--- config.mk ---
export PLATFORM = sky130hd
export DESIGN_NAME = hazard_ctrl
export DESIGN_NICKNAME = d
export VERILOG_FILES = /design/src/rtl/hazard_pkg.sv /design/src/rtl/hazard_ctrl_instr_class.sv /design/src/rtl/hazard_ctrl.sv
export SDC_FILE = /design/constraint.sdc
export NUM_CORES = 1
export LEC_CHECK = 0
export CAP_MARGIN = 30
export CORE_MARGIN = 1
export CORE_UTILIZATION = 35
export CTS_CLUSTER_SIZE = 12
export DETAILED_ROUTE_END_ITERATION = 6
export HOLD_SLACK_MARGIN = 0.03
export PLACE_DENSITY = 0.84
export SETUP_SLACK_MARGIN = 0.15
export SYNTH_ARGS = -nofsm -noshare
export SYNTH_HDL_FRONTEND = slang
export SYNTH_SLANG_ARGS = --single-unit
export TNS_END_PERCENT = 50
--- constraint.sdc ---
create_clock -name clk -period 5.1 [get_ports clk]
set_input_delay 1.275 -clock clk [delete_from_list [all_inputs] [get_ports clk]]
set_output_delay 1.275 -clock clk [all_outputs]
set_load 0.1 [all_outputs]
--- src/rtl/hazard_pkg.sv ---
// hazard_pkg: opcode/funct constants, select encodings and instruction class record
package hazard_pkg;
    localparam logic [5:0] OP_R = 6'h00, OP_JAL = 6'h03, OP_BEQ = 6'h04, OP_BNE = 6'h05;
    localparam logic [5:0] OP_ADDI = 6'h08, OP_ANDI = 6'h0c, OP_ORI = 6'h0d, OP_LUI = 6'h0f;
    localparam logic [5:0] OP_LB = 6'h20, OP_LH = 6'h21, OP_LW = 6'h23;
    localparam logic [5:0] OP_SB = 6'h28, OP_SH = 6'h29, OP_SW = 6'h2b;
    localparam logic [5:0] F_JR = 6'h08, F_MFHI = 6'h10, F_MTHI = 6'h11, F_MFLO = 6'h12, F_MTLO = 6'h13;
    localparam logic [5:0] F_MULT = 6'h18, F_MULTU = 6'h19, F_DIV = 6'h1a, F_DIVU = 6'h1b;
    localparam logic [5:0] F_ADD = 6'h20, F_SUB = 6'h22, F_AND = 6'h24, F_OR = 6'h25;
    localparam logic [5:0] F_SLT = 6'h2a, F_SLTU = 6'h2b;

    localparam int TW = 2;
    typedef logic [TW-1:0] t_t;
    // a source that is never read gets a Tuse no Tnew can exceed
    localparam t_t TUSE_NONE = 2'd3;

    typedef enum logic [1:0] {SEL_RF, SEL_E_PC8, SEL_M_RES, SEL_M_PC8} dsel_e;
    typedef enum logic [2:0] {SEL_E_REG, SEL_E_M_RES, SEL_E_M_PC8, SEL_E_W_WD} esel_e;
    typedef enum logic {SEL_DM_REG, SEL_DM_W_WD} msel_e;

    typedef struct packed {
        logic [4:0] dst;
        logic [4:0] rs;
        logic [4:0] rt;
        t_t         tuse_rs;
        t_t         tuse_rt;
        t_t         tnew;
        logic       is_md;
        logic       is_md_start;
        logic       is_jal;
    } cls_t;

    function automatic logic hit(input logic [4:0] dst, input logic [4:0] r);
        return r != 5'd0 && dst == r;
    endfunction

    function automatic t_t tnew_m(input t_t t);
        return t == '0 ? '0 : t - 1'b1;
    endfunction

    function automatic logic stall_on(input logic [4:0] r, input t_t tuse, input logic [4:0] e_dst,
                                      input t_t e_tnew, input logic [4:0] m_dst, input t_t m_tnew);
        return (hit(e_dst, r) && e_tnew > tuse) || (hit(m_dst, r) && tnew_m(m_tnew) > tuse);
    endfunction

    function automatic dsel_e fwd_d(input logic [4:0] r, input logic [4:0] e_dst, input t_t e_tnew,
                                    input logic [4:0] m_dst, input t_t m_tnew, input logic m_jal);
        return (hit(e_dst, r) && e_tnew == '0) ? SEL_E_PC8 :
               (hit(m_dst, r) && tnew_m(m_tnew) == '0) ? (m_jal ? SEL_M_PC8 : SEL_M_RES) : SEL_RF;
    endfunction

    function automatic esel_e fwd_e(input logic [4:0] r, input logic [4:0] m_dst, input t_t m_tnew,
                                    input logic m_jal, input logic [4:0] w_dst);
        return (hit(m_dst, r) && tnew_m(m_tnew) == '0) ? (m_jal ? SEL_E_M_PC8 : SEL_E_M_RES) :
               hit(w_dst, r) ? SEL_E_W_WD : SEL_E_REG;
    endfunction
endpackage

--- src/rtl/hazard_ctrl_instr_class.sv ---
// instr_class: decodes one instruction word into destination, sources, Tuse and Tnew
module instr_class
    import hazard_pkg::*;
(
    input  logic [31:0] ir,
    output cls_t        c
);
    logic [5:0] op, fn;
    logic r, r_alu, md_st, mf, mt, jr, i_alu_rs, lui, ld, st, br, jal;
    logic unused_shamt;

    assign op = ir[31:26];
    assign fn = ir[5:0];
    assign unused_shamt = ^ir[10:6];
    assign r        = op == OP_R;
    assign r_alu    = r && (fn inside {F_ADD, F_SUB, F_AND, F_OR, F_SLT, F_SLTU});
    assign md_st    = r && (fn inside {F_MULT, F_MULTU, F_DIV, F_DIVU});
    assign mf       = r && (fn inside {F_MFHI, F_MFLO});
    assign mt       = r && (fn inside {F_MTHI, F_MTLO});
    assign jr       = r && fn == F_JR;
    assign i_alu_rs = op inside {OP_ADDI, OP_ANDI, OP_ORI};
    assign lui      = op == OP_LUI;
    assign ld       = op inside {OP_LB, OP_LH, OP_LW};
    assign st       = op inside {OP_SB, OP_SH, OP_SW};
    assign br       = op inside {OP_BEQ, OP_BNE};
    assign jal      = op == OP_JAL;

    assign c.dst = (r_alu || mf) ? ir[15:11] : (i_alu_rs || lui || ld) ? ir[20:16] : jal ? 5'd31 : 5'd0;
    assign c.tuse_rs = (br || jr) ? 2'd0 : (r_alu || md_st || mt || i_alu_rs || ld || st) ? 2'd1 : TUSE_NONE;
    assign c.tuse_rt = br ? 2'd0 : (r_alu || md_st) ? 2'd1 : st ? 2'd2 : TUSE_NONE;
    assign c.rs = c.tuse_rs == TUSE_NONE ? 5'd0 : ir[25:21];
    assign c.rt = c.tuse_rt == TUSE_NONE ? 5'd0 : ir[20:16];
    assign c.tnew = ld ? 2'd2 : (r_alu || i_alu_rs || lui || mf) ? 2'd1 : 2'd0;
    assign c.is_md = md_st || mf || mt;
    assign c.is_md_start = md_st;
    assign c.is_jal = jal;
endmodule

--- src/rtl/hazard_ctrl.sv ---
// hazard_ctrl: stall, flush and forwarding control for the five-stage pipeline
module hazard_ctrl
    import hazard_pkg::*;
#(
    parameter int MULT_CYC = 5,
    parameter int DIV_CYC  = 10
) (
    input  logic        clk,
    input  logic        reset,
    input  logic [31:0] IR_D_in,
    input  logic [31:0] IR_E_in,
    input  logic [31:0] IR_M_in,
    input  logic [31:0] IR_W_in,
    output logic        pc_en,
    output logic        D_en,
    output logic        E_clr,
    output logic [1:0]  MF_CMPA_D_sel,
    output logic [1:0]  MF_CMPB_D_sel,
    output logic [2:0]  MF_ALUA_E_sel,
    output logic [2:0]  MF_ALUB_E_sel,
    output logic [2:0]  MF_MemData_E_sel,
    output logic [1:0]  MF_DMWD_M_sel,
    output logic        md_busy,
    output logic [15:0] stall_cnt
);
    cls_t d, e, m, w;
    logic [3:0] cnt;
    logic stall, md_stall, unused_cls;

    instr_class u_d (.ir(IR_D_in), .c(d));
    instr_class u_e (.ir(IR_E_in), .c(e));
    instr_class u_m (.ir(IR_M_in), .c(m));
    instr_class u_w (.ir(IR_W_in), .c(w));

    assign unused_cls = ^{d.dst, d.tnew, d.is_md_start, d.is_jal, e.tuse_rs, e.tuse_rt, e.is_md, e.is_jal,
                          m.rs, m.tuse_rs, m.tuse_rt, m.is_md, m.is_md_start,
                          w.rs, w.rt, w.tuse_rs, w.tuse_rt, w.tnew, w.is_md, w.is_md_start, w.is_jal};

    assign md_stall = d.is_md && (e.is_md_start || cnt != 4'd0);
    assign stall = !reset && (stall_on(d.rs, d.tuse_rs, e.dst, e.tnew, m.dst, m.tnew) ||
                              stall_on(d.rt, d.tuse_rt, e.dst, e.tnew, m.dst, m.tnew) || md_stall);
    assign pc_en = !stall;
    assign D_en  = !stall;
    assign E_clr = stall;
    assign md_busy = !reset && cnt != 4'd0;

    assign MF_CMPA_D_sel    = reset ? 2'd0 : fwd_d(d.rs, e.dst, e.tnew, m.dst, m.tnew, m.is_jal);
    assign MF_CMPB_D_sel    = reset ? 2'd0 : fwd_d(d.rt, e.dst, e.tnew, m.dst, m.tnew, m.is_jal);
    assign MF_ALUA_E_sel    = reset ? 3'd0 : fwd_e(e.rs, m.dst, m.tnew, m.is_jal, w.dst);
    assign MF_ALUB_E_sel    = reset ? 3'd0 : fwd_e(e.rt, m.dst, m.tnew, m.is_jal, w.dst);
    assign MF_MemData_E_sel = MF_ALUB_E_sel;
    assign MF_DMWD_M_sel    = {1'b0, !reset && hit(w.dst, m.rt)};

    // mult/div busy window: reload when an md op sits in E, otherwise count down to idle
    always_ff @(posedge clk) begin
        if (reset) cnt <= 4'd0;
        else if (e.is_md_start) cnt <= IR_E_in[1] ? 4'(DIV_CYC) : 4'(MULT_CYC);
        else if (cnt != 4'd0) cnt <= cnt - 4'd1;
    end

    // saturating count of cycles spent stalled
    always_ff @(posedge clk) begin
        if (reset) stall_cnt <= 16'd0;
        else if (stall && stall_cnt != 16'hffff) stall_cnt <= stall_cnt + 16'd1;
    end

    // the MD stall keeps a second md op out of E while the unit is still busy
    assert property (@(posedge clk) disable iff (reset) !(e.is_md_start && cnt != 4'd0));
endmodule
* Yosys cells after proc, flatten, opt, wreduce, memory -nomap -nowiden
Cells that the tools add are included.
** Word-level totals
- Output and inout bits :: 35
- Bits of input ports :: 130
- Logic and storage cells :: 285
- Register bits after elaboration :: 20
** Operators by class
- Magnitude comparators :: 4
- Reductions and logical operators :: 117
- Multiplexer cells :: 49
- Eq/ne operators :: 110
- Add/sub/neg operators :: 3
** Operators with widths (count)
- $eq A6 B6 Y1 const B :: 45
- $eq A6 B5 Y1 const B :: 24
- $eq A6 B4 Y1 const B :: 17
- $mux W5 :: 14
- $mux W2 :: 24
- $eq A5 B5 Y1 :: 9
- $logic_and A1 B1 Y1 :: 39
- $eq A6 B3 Y1 const B :: 6
- $logic_or A1 B1 Y1 :: 35
- $reduce_bool A3 Y1 :: 11
- $reduce_bool A5 Y1 :: 5
- $logic_not A6 Y1 :: 4
- $reduce_bool A6 Y1 :: 4
- $reduce_bool A2 Y1 :: 10
- $eq A6 B2 Y1 const B :: 3
- $add A16 B1 Y16 const B :: 1
- $ne A16 B16 Y1 const B :: 1
- $reduce_bool A4 Y1 :: 4
- $mux W4 :: 3
- $eq A2 B2 Y1 const B :: 5
- $gt A2 B2 Y1 :: 4
- $logic_not A2 Y1 :: 3
- $mux W1 :: 6
- $mux W3 :: 2
- 3 further kinds :: 4

* Logic depth before layout (Yosys ltp)
Gate-level depths: netlist of run 1.
- Word-level depth :: 20
- Mapped depth :: 13
- Mapped depth without buffers :: 13

* Hierarchy
Synthesis of run 1 repeated with hierarchy kept, for this count alone.
** Unflattened totals
- Cells, all modules :: 559
- Area total of the unflattened synthesis :: 4289.1 um^2
** Modules (own cells, without submodules)
- hazard_ctrl :: cells an instance 271, times used 1, area each 2167.1 um^2
- instr_class :: cells an instance 72, times used 4, area each 530.5 um^2

* Worst setup path after synthesis of run 1
OpenSTA, ideal clock, no wires.
- Kind :: input-to-output
- Start point :: input port IR_W_in[1]
- End point :: output port MF_DMWD_M_sel[0]
- Arrival :: 5.943 ns
- Required time :: 3.825 ns
- Cell stages on the path :: 10
- Path buffers :: 1
- Setup slack :: -2.118 ns
- Path through :: or3b_2 -> a21oi_1 -> o211ai_1 -> a21o_1 -> a21boi_0 -> or2_2 -> clkbuf_1 -> xor2_1 -> o2111ai_1 -> nor4_1
** Between the ends
- Longest elaborated chain between the ends :: 8
** Ends and longest elaborated chain
- start, declared :: line hazard_ctrl.sv:13 : input logic [31:0] IR_W_in,
- $eq A6 B6 Y1 or $eq A6 B5 Y1 (tied branches) :: line hazard_ctrl_instr_class.sv:16, hazard_ctrl_instr_class.sv:18
- $reduce_bool A6 Y1 or $reduce_bool A2 Y1 (tied branches) :: line hazard_ctrl_instr_class.sv:16, hazard_ctrl_instr_class.sv:18
- $logic_and A1 B1 Y1, on equally long branches :: line hazard_ctrl_instr_class.sv:16, hazard_ctrl_instr_class.sv:18
- $logic_or A1 B1 Y1 * :: line hazard_ctrl_instr_class.sv:28 : assign c.dst = (r_alu || mf) ? ir[15:11] : (i_alu_rs || lui || ld) ? ir[20:16] : jal ? 5'd31 : 5'd0;
- $mux W5 * :: line hazard_ctrl_instr_class.sv:28
- $eq A5 B5 Y1 * :: line hazard_pkg.sv:34 : return r != 5'd0 && dst == r;
- $logic_and A1 B1 Y1 * :: line hazard_pkg.sv:34
- $logic_and A1 B1 Y1 * :: line hazard_ctrl.sv:52 : assign MF_DMWD_M_sel = {1'b0, !reset && hit(w.dst, m.rt)};
- end, declared :: line hazard_ctrl.sv:22 : output logic [1:0] MF_DMWD_M_sel,
Mark *: on every way between the ends. The rest lies on a longest branch, timed or not.

* Final worst setup path of run 1
- Start point :: input port IR_E_in[29]
- End point :: output port E_clr
** Between the ends
- Longest elaborated chain between the ends :: 13
** Ends and longest elaborated chain
- start, declared :: line hazard_ctrl.sv:11 : input logic [31:0] IR_E_in,
- $eq A6 B4 Y1 or $logic_not A6 Y1 (tied branches) :: line hazard_ctrl_instr_class.sv:21, hazard_ctrl_instr_class.sv:15
- $reduce_bool A3 Y1 or $logic_and A1 B1 Y1 (tied branches) :: line hazard_ctrl_instr_class.sv:21, hazard_ctrl_instr_class.sv:16
- $logic_or A1 B1 Y1, on equally long branches (2 in a row) :: line hazard_ctrl_instr_class.sv:33, hazard_ctrl_instr_class.sv:28
- $logic_or A1 B1 Y1 or $mux W5 (tied branches) :: line hazard_ctrl_instr_class.sv:33, hazard_ctrl_instr_class.sv:28
- $mux W1 or $mux W5 (tied branches) :: line hazard_ctrl_instr_class.sv:33, hazard_ctrl_instr_class.sv:28
- $mux W2 or $eq A5 B5 Y1 (tied branches) :: line hazard_ctrl_instr_class.sv:33, hazard_pkg.sv:34
- $gt A2 B2 Y1 or $logic_and A1 B1 Y1 (tied branches) :: line hazard_pkg.sv:43, hazard_pkg.sv:34
- $logic_and A1 B1 Y1 :: line hazard_pkg.sv:43 : return (hit(e_dst, r) && e_tnew > tuse) || (hit(m_dst, r) && tnew_m(m_tnew) > tuse);
- $logic_or A1 B1 Y1 :: line hazard_pkg.sv:43
- $logic_or A1 B1 Y1 :: line hazard_ctrl.sv:40 : assign stall = !reset && (stall_on(d.rs, d.tuse_rs, e.dst, e.tnew, m.dst, m.tnew) ||
- $logic_or A1 B1 Y1 * :: line hazard_ctrl.sv:41 : stall_on(d.rt, d.tuse_rt, e.dst, e.tnew, m.dst, m.tnew) || md_stall);
- $logic_and A1 B1 Y1 * :: line hazard_ctrl.sv:40
- end, declared :: line hazard_ctrl.sv:16 : output logic E_clr,
Marks and branches as above.

==> key figures, run 1 <==
Run status
  • Outcome: finished, violations left
  • Failing checks: setup timing

Finish
  • Multi-input logic area: 3680 um2
  • Layout cell share with drive strength beyond 1: 45.8%
  • Layout net count: 901
  • Antenna Cells: 0
  • Design area: 7000 um2
  • Fin cells: 891
  • P&R area growth vs syn: 93.8%
  • FF/Latch Area: 400 um2
  • Fillers: approximately 690

Timing
  • Worst hold slack: 0.565 ns
  • Final setup fails: 11
  • Pins Over Slew Limit: 0
  • Setup Skew: 0.00356 ns
  • RSZ-0062 raised after global routing: true
  • Setup_tns: -1.25 ns
  • Relative slew slack: 33.3%
  • Peak Freq: approximately 190 MHz
  • Worst-Margin Slew: 0.997 ns
  • Endpoints failing hold: 0
  • Final setup margin: -0.207 ns
  • Minimum clock period: 5.31 ns
  • Period utilisation layout: 104%

Synth
  • Mapped cell area: 3610 um2
  • Synthesis warning total: 0
  • Syn Area/Cell: 7.46 um2
  • Netlist cell types: 90
  • Synth Instances: 484
  • Cell taking the most area after synthesis: dfxtp_1
  • Yosys top cell area share: 11.1%
  • Cells taking the most area after synthesis: dfxtp_1 11%, a21oi_1 5.3%, nor2_1 4.8%
  • Fraction of the yosys area taken by sequential cells: 11.1%
  • Async set-or-reset flop fraction in the synthesized netlist: 0%
  • Predominant post-synthesis flop cell: dfxtp_1
  • Synth Register Bits: 20
  • Post-synth EDFFs: 0
  • Most frequent cell after synthesis: nor2_1
  • Post-synth top cells: 46 x nor2_1, 38 x a21oi_1, 36 x nand2_1

Power
  • Switching share of total power: 42.1%
  • Switching power: around 0.33 mW
  • Power share of the combinational group: 64.4%
  • Maximum vdd drop: 0.137 mV
  • Power density over cell area: 113 nW/um2
  • Int Power: 0.457 mW
  • Share of power burned in registers: 22.5%
  • Clk pwr share: between 10% and 20%
  • Leak: 2.89 nW
  • Final Power: approximately 0.79 mW

CTS
  • CTS tree: yes
  • CTS clock-pin slew for the worst setup and hold paths: 0.07 ns
  • CTS Sinks: 20
  • CTS max path bufs: 2
  • Clock Latency Late Sink: ~0.26 ns
  • CTS root buffer: clkbuf_8
  • Clock buffer count from CTS: 3
  • CTS Hold Buffers Added: 0
  • CTS H-tree depth: 1

Global routing
  • Largest net degree at the start of global routing: 32
  • GRT met3 Usage: 4.22%
  • GRT overflow: 0
  • Met2 Resource Use GR: roughly half
  • Grt peak-use layer: met2
  • First-pass GRT wire length: 23500 um
  • Total track usage: 26.4%
  • Initial antenna violation count: 0
  • M1 GR Usage: 29.1%
  • Vias in the first global route: 4990

Placed design
  • RD Place Congestion: between 0.9 and 1
  • Placed instance count: ~850
  • Port Buffer Count: 125
  • Detailed Place HPWL: around 11000 um
  • Post-placement cell area: 6080 um2

Die
  • Num ports: 165
  • DIE WIDTH: 104 um
  • Die ar.: 10700 um2
  • Core area: slightly below 10000 um2
  • Die Y: about 100 um
  • Initial Util: between 30 and 40%
  • Row count: 36

Setup path
  • Cell count of the worst reg-to-reg path: 11
  • Critical Path AT: a little over 4 ns
  • Required @ worst endpoint: 3.83 ns
  • Crit-path max FO: 8
  • Worst setup SP type: primary input
  • Endpoint class of the critical path: primary output
  • Setup CP Type: primary input to primary output

Worst hold path
  • Worst hold path type: flip-flop to flip-flop
  • Hold Path Stages: 2

Routing
  • Initial DRC Count: 232
  • Post-route ant nets: 0
  • Residual DRC: 0
  • Drt pass-1 iters: 5
  • Final WL: 16000 um
  • Post-DR wirelength/cell: ~18 um
  • Routed vias: 5043
  • Vias per inst: approximately 5.7

Flow run
  • Maxcap violations: 0
path summary, 6_finish.rpt:
kind,from,end,slack [ns]
setup reg to reg,cnt[0],stall_cnt[8],2.24
hold / removal,stall_cnt[14],stall_cnt[14],0.57
setup / recovery,IR_E_in[29],E_clr,-0.21
hold reg to reg,stall_cnt[14],stall_cnt[14],0.57
cell families after synthesis:
family	Yosys count	share of synthesized area, %
fa+ha+maj	11	3.81
buf+inv	47	7.45
xor+xnor	34	8.24
simple gates	218	34.8
other cells	1	0.104
compound gates	141	30.5
mux	12	3.98
flops	20	11.1
cell usage in the layout, fill, tap and decap left out, drive strengths merged, types with 7 or more instances in the layout:
cell and n:
a211oi 7, a21oi 42, a221oi 7, a31oi 7, and3 13, buf 190, clkbuf 14, clkdlybuf4s50 62
dfxtp 20, dlygate4sd2 12, dlymetal6s2s 8, ha 11, inv 25, mux2 7, nand2 37, nand2b 16
nand3 20, nor2 46, nor2b 8, nor3 11, nor3b 8, nor4 8, o21ai 27, o22ai 7
or2 8, xnor2 19, xor2 15
registers in the layout (all words and copies together) (netlist names):
signal / flops
cnt: 4
stall_cnt: 16
layer usage:
layer	vias up	share of wire (%)
met4	0	3.8
met5	-	0
met3	61	6.8
met2	267	52
met1	2385	38
li1	2330	-
power by group through the flow:
stage          combinational [mW]  sequential [mW]  clock [mW]
2_1_floorplan               0.234            0.179           0
3_3_place_gp                0.413            0.179           0
3_5_place_dp                0.433            0.181           0
4_1_cts                     0.463            0.177       0.106
5_1_grt                     0.538            0.178       0.109
6_report                    0.507            0.177       0.103
critical path, stage by stage:
cell and delay (ns):
buf_2 0.16, nor3b_2 0.19, o21ai_2 0.21, a21oi_4 0.14, a221oi_4 0.49, xnor2_2 0.14
a311oi_4 0.35, a2111oi_4 0.05, buf_4 0.15, a2111oi_4 0.32, nand2_2 0.16, nand2_8 0.13
clkinvlp_4 0.10, buf_12 0.17
final cells by class:
type / count / share of cell area, %
repair buffers: 287 / 37.3
inverters: 26 / 1.45
flip-flops and latches: 20 / 5.72
well taps: 133 / 2.38
clock buffers: 3 / 0.590
multi-input cells: 422 / 52.5
metrics by stage:
stage	worst slack [ns]	utilization, %
final	-0.207	70.6
after global routing	-0.319	70.6
after CTS	-0.241	66.7
after detailed placement	-0.661	61.4
after global placement	-0.578	61.4
after floorplan	-0.441	-
what timing repair did:
item | in CTS | in global routing
setup buffers | 22 | 20
endpoints found under the hold margin | 0 | 0
setup endpoints to repair | 16 | 14
resized for setup | 167 | 88
pin swaps | 55 | 50
Power figures use the tool's default switching activity.
==> run 2, diff against run 1 <==
--- a/config.mk
+++ b/config.mk
@@ -11,9 +11,10 @@
 export CTS_CLUSTER_SIZE = 12
 export DETAILED_ROUTE_END_ITERATION = 6
 export HOLD_SLACK_MARGIN = 0.03
-export PLACE_DENSITY = 0.84
+export PLACE_DENSITY = 0.81
 export SETUP_SLACK_MARGIN = 0.15
 export SYNTH_ARGS = -nofsm -noshare
 export SYNTH_HDL_FRONTEND = slang
+export SYNTH_HIERARCHICAL = 1
 export SYNTH_SLANG_ARGS = --single-unit
 export TNS_END_PERCENT = 50
==> run 2 against run 1 <==
The run still ends with setup timing left. Core utilization shrank 1.9 points. Non-clock buffer count shrank 17. Clock skew shrank 0.0024 ns. Die area grew 0.38%. Synthesized area grew 0.38%. Global-route usage shrank 1.1 points. Largest cell class unchanged. Largest power group unchanged.
==> key figures, run 2 <==
Worst hold path
  • Hold Path Stages: 2
  • Worst hold path type: flip-flop to flip-flop

Global routing
  • GRT overflow: 0
  • Initial antenna violation count: 0
  • Vias in the first global route: 5014
  • Total track usage: 25.3%
  • Largest net degree at the start of global routing: 33
  • First-pass GRT wire length: 22900 um

CTS
  • CTS max path bufs: 2
  • CTS H-tree depth: 1
  • CTS root buffer: clkbuf_8
  • Clock buffer count from CTS: 3
  • CTS Hold Buffers Added: 0
  • Clock Latency Late Sink: approximately 0.25 ns
  • CTS clock-pin slew for the worst setup and hold paths: 0.07 ns
  • CTS tree: yes
  • CTS Sinks: 20

Power
  • Maximum vdd drop: 0.136 mV
  • Switching power: 0.404 mW
  • Power density over cell area: 139 nW/um2
  • Share of power burned in registers: approximately a fifth
  • Power share of the combinational group: 68.2%
  • Final Power: 0.949 mW
  • Leak: 2.71 nW
  • Switching share of total power: between 40 and 50%
  • Clk pwr share: 12.3%
  • Int Power: 0.545 mW

Die
  • Die ar.: 10800 um2
  • Initial Util: 36.6%
  • DIE WIDTH: around 100 um
  • Core area: 9910 um2
  • Row count: 36
  • Die Y: 104 um
  • Num ports: 165

Timing
  • Minimum clock period: approximately 5.5 ns
  • Endpoints failing hold: 0
  • RSZ-0062 raised after global routing: true
  • Final setup fails: 13
  • Setup Skew: approximately 0.0011 ns
  • Final setup margin: -0.402 ns
  • Worst-Margin Slew: 0.989 ns
  • Pins Over Slew Limit: 0
  • Setup_tns: -3.60 ns
  • Relative slew slack: between 30% and 40%
  • Worst hold slack: 0.512 ns
  • Peak Freq: 182 MHz
  • Period utilisation layout: 108%

Routing
  • Post-DR wirelength/cell: 17.7 um
  • Routed vias: between 4000 and 5000
  • Top layer in use: met4
  • Met3 Wirelength: approximately 610 um
  • Metal-1 WL: between 5000 and 6000 um
  • Initial DRC Count: 169
  • Post-route ant nets: 0
  • Residual DRC: 0
  • Met2 wire length: 7980 um
  • Drt pass-1 iters: 5
  • Final WL: about 15000 um
  • Vias per inst: 5.51

Synth
  • Synthesis warning total: 6
  • Syn Area/Cell: 7.83 um2
  • Synth Instances: 463
  • Mapped cell area: 3630 um2

Finish
  • Layout cell share with drive strength beyond 1: 49.0%
  • Multi-input logic area: 3620 um2
  • Commonest non-fill, non-tap cells in the layout: 127 x buf_4, 66 x clkdlybuf4s50_1, 28 x xnor2_1
  • Biggest regs: stall_cnt (16), cnt (4)
  • Most common cell after layout, fill and taps aside: buf_4
  • Fillers: 723
  • Antenna Cells: 0
  • Fin cells: about 840
  • Largest register by flop count: stall_cnt
  • FF/Latch Area: between 400 and 500 um2
  • Largest register FFs: 16
  • Fin util: 68.7%
  • Layout net count: 850
  • P&R area growth vs syn: 87.8%

Setup path
  • Critical Path AT: 4.23 ns
  • Worst setup SP type: primary input
  • Cell count of the worst reg-to-reg path: 9
  • Endpoint class of the critical path: primary output
  • Required @ worst endpoint: between 3 and 4 ns
  • Crit-path max FO: 5
  • Setup CP Type: primary input to primary output

Placed design
  • Port Buffer Count: 125
  • Detailed Place HPWL: 10100 um
  • Placed instance count: around 800
  • RD Place Congestion: 0.932

Run status
  • Outcome: finished, violations left
  • Failing checks: setup timing

Flow run
  • Maxcap violations: 0
-- run 2: layer usage --
metal | track usage [%] | up-vias
met5 | 0 | -
met4 | 9.29 | 0
met1 | 27.1 | 2223
met2 | 50.6 | 175
li1 | - | 2189
met3 | 2.14 | 50
-- run 2: worst paths after layout --
| path | from | to | slack [ns] |
|---|---|---|---|
| worst max register to register | cnt[0] | stall_cnt[11] | 2.28 |
| worst min register to register | stall_cnt[4] | stall_cnt[4] | 0.51 |
| worst min-delay path | stall_cnt[4] | stall_cnt[4] | 0.51 |
| worst max-delay path | IR_M_in[2] | E_clr | -0.40 |
-- run 2: repair_timing --
action	in CTS	in global routing
gates cloned	1	0
endpoints found under the setup margin	14	14
setup buffers	27	8
pin swaps	63	33
gates resized for setup	186	40
-- run 2: worst max-delay path, stage by stage --
cell        delay (ns)
buf_6             0.09
buf_6             0.11
or3b_4            0.40
o2111ai_4         0.12
a21oi_4           0.12
a221o_1           0.41
buf_4             0.18
buf_4             0.12
buf_4             0.12
xnor2_1           0.14
nand2_1           0.12
nor4_4            0.34
a2111oi_4         0.09
or2_4             0.30
clkinvlp_4        0.09
buf_12            0.16
-- run 2: cell type report --
cell class	instances	area share, %
Multi-Input combinational cell	397	53.1
Timing Repair Buffer	270	36.7
Sequential cell	20	5.88
Clock buffer	4	0.809
Tap cell	133	2.44
Inverter	17	1.03
-- run 2: through the flow --
| stage | setup WS [ns] | cell area [um2] |
|---|---|---|
| after detailed placement | -0.778 | 6030 |
| after floorplan | -0.561 | 3950 |
| after CTS | -0.330 | 6580 |
| after global placement | -0.692 | 6030 |
| after global routing | -0.483 | 6810 |
| final | -0.402 | 6810 |
-- run 2: power groups by stage --
stage / logic, mW / registers [mW] / clock network, mW
2_1_floorplan: 0.357 / 0.184 / 0
3_3_place_gp: 0.551 / 0.185 / 0
3_5_place_dp: 0.576 / 0.188 / 0
4_1_cts: 0.616 / 0.184 / 0.121
5_1_grt: 0.687 / 0.186 / 0.127
6_report: 0.648 / 0.184 / 0.117
